$ cat config.mk
export PLATFORM = sky130hd
export DESIGN_NAME = shift_reg_window
export DESIGN_NICKNAME = d
export VERILOG_FILES = /design/src/rtl/shift_reg_window.sv
export SDC_FILE = /design/constraint.sdc
export NUM_CORES = 2
export LEC_CHECK = 0
export CAP_MARGIN = 10
export CORE_AREA = 2 2 536 485
export DETAILED_ROUTE_END_ITERATION = 8
export DIE_AREA = 0 0 538 487
export GPL_ROUTABILITY_DRIVEN = 0
export PLACE_DENSITY = 0.66
export RECOVER_POWER = 50
export SLEW_MARGIN = 15
export SYNTH_ARGS = -nofsm -noshare
export SYNTH_HDL_FRONTEND = slang
export SYNTH_SLANG_ARGS = --single-unit
$ cat constraint.sdc
create_clock -name clk -period 149.4 [get_ports clk]
set_clock_uncertainty 0.05 [all_clocks]
set_input_delay 29.88 -clock clk [delete_from_list [all_inputs] [get_ports clk]]
set_output_delay 29.88 -clock clk [all_outputs]
set_load 0.01 [all_outputs]
$ cat src/rtl/shift_reg_window.sv
// Streaming 2-D sliding-window generator: a tap chain spanning (block_height-1) image lines
// plus block_width pixels, with the block_width x block_height neighbourhood exposed as one bus.
module shift_reg_window #(
  parameter int unsigned pixel_depth  = 8,
  parameter int unsigned frame_width  = 200,
  parameter int unsigned block_width  = 3,
  parameter int unsigned block_height = 3
) (
  input  logic                                              clk,
  input  logic                                              rst,
  input  logic                                              en,
  input  logic [pixel_depth-1:0]                            pix_in,
  output logic [pixel_depth*block_width*block_height-1:0]   window
);

  localparam int unsigned TapLen = (block_height - 1) * frame_width + block_width;

  // tap_q[0] is the newest sample; tap_q[k] is k enabled edges older.
  logic [pixel_depth-1:0] tap_q [TapLen];

  always_ff @(posedge clk or posedge rst) begin
    if (rst) begin
      for (int k = 0; k < TapLen; k++) begin
        tap_q[k] <= '0;
      end
    end else if (en) begin
      tap_q[0] <= pix_in;
      for (int k = 1; k < TapLen; k++) begin
        tap_q[k] <= tap_q[k-1];
      end
    end
  end

  // Row r is r lines (frame_width samples) older; column c is c samples older within the row.
  for (genvar r = 0; r < block_height; r++) begin : g_row
    for (genvar c = 0; c < block_width; c++) begin : g_col
      assign window[(r*block_width+c)*pixel_depth +: pixel_depth] = tap_q[r*frame_width+c];
    end
  end

endmodule

# Word-level counts from Yosys, hierarchy flattened
# Index checks and enable logic that the tools add are counted.
# word_totals
reg_bits,3224
word_cells,403
in_bits,11
output_inout_bits,72

# Logic depth before layout (Yosys ltp)
# depth
depth_word,0
mapped_depth,5
ltp_nobuf,1

# Least setup slack after synthesis
# No wires, ideal clock.
# synth_timing
path_type,in2reg
start,in en
end,reg tap_q[1456] (netlist name)
path_buffers,4
t_arrival_ps,30825
setup_time_ps,125
slack_ps,118400
t_required_ps,149225
stages,5
path_cell_list,buf_2 > buf_4 > buf_6 > buf_6 > mux2_2
# synth_rtl
item,line,rtl
from (decl),11,"input logic en,"
"to (signal, indexed assignment)",29,tap_q[k] <= tap_q[k-1];
to (decl),19,logic [pixel_depth-1:0] tap_q [TapLen];
# No word-level cell between the ends.

# Worst setup path after layout
# layout_timing
start,in en
end,reg tap_q[1631] (netlist name)
# No word-level cell between the ends.

==> out/qor.log <==
[pwr] Clk pwr share 0.447
[grt] overall routing resource usage 0.117
[logic_synthesis] cell area after synthesis 120000 um2
[cts] root buffer cell clkbuf_16
[job] number of max-cap violations 41
[worst_hold_path] hold-critical path endpoint tap_q[371]
[pwr] reported leakage power 68.3 nW
[sta] Final Max Slew Viols 3469
[worst_hold_path] worst hold path startpoint tap_q[379]
[sta] maximum operating frequency 0.0189 GHz
[pwr] Sw Pwr 0.371 mW
[logic_synthesis] flip-flop and latch count after synthesis 3224
[logic_synthesis] number of warnings issued by yosys 0
[drt] DRT antenna net count 0
[pwr] sw frac 0.207
[place] Inst Count DP 10.0k
[sta] total count of hold-check failures in the final report 0
[drt] Detailed Route Iter0 Violations 2344
[final_layout] growth of design area from synthesis to finish 11.1%
[die] die span in x 538 um
[die] Core Box Area 257000 um2
[logic_synthesis] most used flip-flop cell after synthesis dfrtp_1
[setup_path] number of cell instances on the worst register-to-register path 1
[setup_path] kind of start point of the critical path input pin
[logic_synthesis] nets in the synthesized netlist 6890
[outcome] violations in the final reports capacitance limit, slew limit
[logic_synthesis] largest area contributor in the netlist dfrtp_1
[cts] TritonCTS clock tree yes
[cts] maximum root-to-sink buffer count 4
[pwr] fraction of power consumed by sequential logic 0.510
[grt] gr ovfl total 0
[final_layout] area of all sequential standard cells 80700 um2
[final_layout] Cell Count, Final, Fillers Out 10.6k
[sta] RSZ-0062 raised after global routing no
[logic_synthesis] number of standard cells after synthesis 6879
[cts] number of hold buffers added after CTS 0
[sta] Final setup violation count 0
[setup_path] Worst Path Required 150.13 ns
[cts] clock slew at the register clock pins of the worst setup and hold paths 0.06 ns
[setup_path] sort of element at the end of the critical path flip-flop
[die] initial cell density of the core 0.467
[cts] number of buffers inserted during clock tree synthesis 336
[place] Post-Place Cell Area 123000 um2
[sta] Max-Slew Margin vs Limit -5.14
[logic_synthesis] asr flop ratio synth 1.00
[sta] total negative setup slack 0 ns
[worst_hold_path] depth of the worst hold-timing path 1
[drt] via count 52.9k
[final_layout] fin nets 6957
[die] die area 262000 um2
[final_layout] cell area after layout 133000 um2
[cts] number of clock sinks 3224
[setup_path] r2r startpoint tap_q[3184]
[outcome] outcome finished with violations
[drt] DR DRC count 0
[logic_synthesis] cell types with the largest area share after synthesis dfrtp_1 67%, mux2_2 30%, buf_4 1.1%
[final_layout] area used by multi-input combinational logic 36300 um2
[pwr] worst IR drop on VDD 14.1 uV
[setup_path] slack of the worst reg-to-reg path 148.48 ns
[sta] Tightest Pin Transition 9.21 ns
[cts] level count of the clock H-tree 5
[sta] Final Critical Period 52.94 ns
[die] number of top-level pins 83
[setup_path] Max FO, Critical Path 194
[pwr] internal cell power 1.42 mW
[drt] vias per cell 5.00
[cts] cts repair resizes 0
[pwr] power per cell area 13.5 nW/um2
[logic_synthesis] Syn Area/Cell 17.4 um2
[drt] final routed wire length divided by cell count 14.0 um
[sta] Period Utilization, post-route 0.354
[cts] number of setup buffers added after CTS 0
[setup_path] Data arrival, critical path 53.67 ns
[final_layout] final-layout fill cell count 20.5k
[die] total number of placement rows 177
[grt] pin count of the biggest net entering global routing 195
[logic_synthesis] share of Yosys cell area claimed by the top area cell type 0.673
[drt] Pre-antenna DRT Iters 4
[logic_synthesis] Post-synth EDFFs 0
[cts] Skew-Pair Late Insertion Delay 0.91 ns
[die] y dimension of the die 487 um
[final_layout] layout cell share with drive strength beyond 1 0.524
[grt] wire length of the first global-routing pass 268 mm
[logic_synthesis] distinct cell type count after synthesis 6
[place] number of buffers inserted by port buffering 82
[worst_hold_path] worst min-delay path category flip-flop to flip-flop
[pwr] power share of the combinational group 0.043
[logic_synthesis] most common library cells after synthesis 3224 x dfrtp_1, 3224 x mux2_2, 206 x buf_2, 173 x buf_4, 51 x buf_6
[grt] number of antenna violations at the first check in global routing 2
[place] placed wire-length estimate after detailed placement 80.9 mm
[grt] number of global-route vias before repair 57.5k
[setup_path] Worst R2R End tap_q[3176]
[drt] total routed wirelength 148 mm
[logic_synthesis] sequential fraction of the synthesis area 0.673
[setup_path] Critical Setup Path Class input pin to flip-flop
how the worst max path moves through the flow:
stage | from | end | slack, ns | cells past startpoint
final | en | tap_q[1631] | 96.46 | 6
after global routing | en | tap_q[1591] | 93.89 | 6
after CTS | en | tap_q[3031] | 114.40 | 8
after detailed placement | en | tap_q[3103] | 113.44 | 8
after global placement | en | tap_q[2807] | 113.58 | 8
after floorplan | rst | tap_q[1000] | 28.28 | 1
cells in the final DEF, fill, tap and decap left out, drive strengths merged:
| master | n |
|---|---|
| buf | 38 |
| bufinv | 17 |
| clkbuf | 522 |
| clkdlybuf4s50 | 8 |
| clkinv | 50 |
| clkinvlp | 13 |
| dfrtp | 3224 |
| diode | 2 |
| dlygate4sd3 | 73 |
| inv | 4 |
| mux2 | 3224 |
stage by stage:
stage | utilization | hold WS (ns) | total power, mW | worst slack, ns
6_report | 0.519 | 0.405 | 1.79 | 96.46
5_1_grt | 0.519 | 0.419 | 1.87 | 93.89
4_1_cts | 0.520 | 0.400 | 1.82 | 114.40
3_5_place_dp | 0.478 | 0.436 | 1.01 | 113.44
3_3_place_gp | 0.478 | 0.432 | 1.00 | 113.58
2_1_floorplan | - | 0.425 | 1.00 | 28.28
power groups by stage:
| stage | registers [mW] | clock network [mW] | logic (mW) |
|---|---|---|---|
| 2_1_floorplan | 0.932 | 0 | 0.0685 |
| 3_3_place_gp | 0.928 | 0 | 0.0747 |
| 3_5_place_dp | 0.929 | 0 | 0.0778 |
| 4_1_cts | 0.914 | 0.832 | 0.0781 |
| 5_1_grt | 0.917 | 0.869 | 0.0871 |
| 6_report | 0.914 | 0.801 | 0.0774 |
worst max-delay path: stages:
cell and delay (ns):
clkbuf_1 6.30, clkbuf_1 5.97, clkbuf_1 6.74, clkbuf_1 1.50, clkbuf_1 2.28, mux2_2 0.49
metal layers:
layer | vias up | global-route usage | share of wire
met1 | 27800 | 0.154 | 0.46
met4 | 0 | 0.0416 | 0.029
li1 | 24300 | - | -
met3 | 354 | 0.0233 | 0.032
met2 | 422 | 0.192 | 0.48
met5 | - | 0 | 0
sequential cells by signal, summed over array words and instances (netlist names):
name,count
tap_q,3152
window,72
cell families (layout without fill, tap and decap cells):
group,count (synthesis),in the layout,synth area share
multiplexers,3224,3224,0.303
flip-flops,3224,3224,0.673
buffers and inverters,431,725,0.0243
other,0,2,0
area by class of cell:
cell class | count | share of cell area
antenna | 2 | 0.0000376
clock buffer | 482 | 0.0734
clock inverter | 83 | 0.00699
inverter | 1 | 0.0000376
multi-input combinational | 3224 | 0.272
sequential | 3224 | 0.606
tap | 3401 | 0.0319
timing repair buffer | 159 | 0.00954
Power figures use the tool's default switching activity.
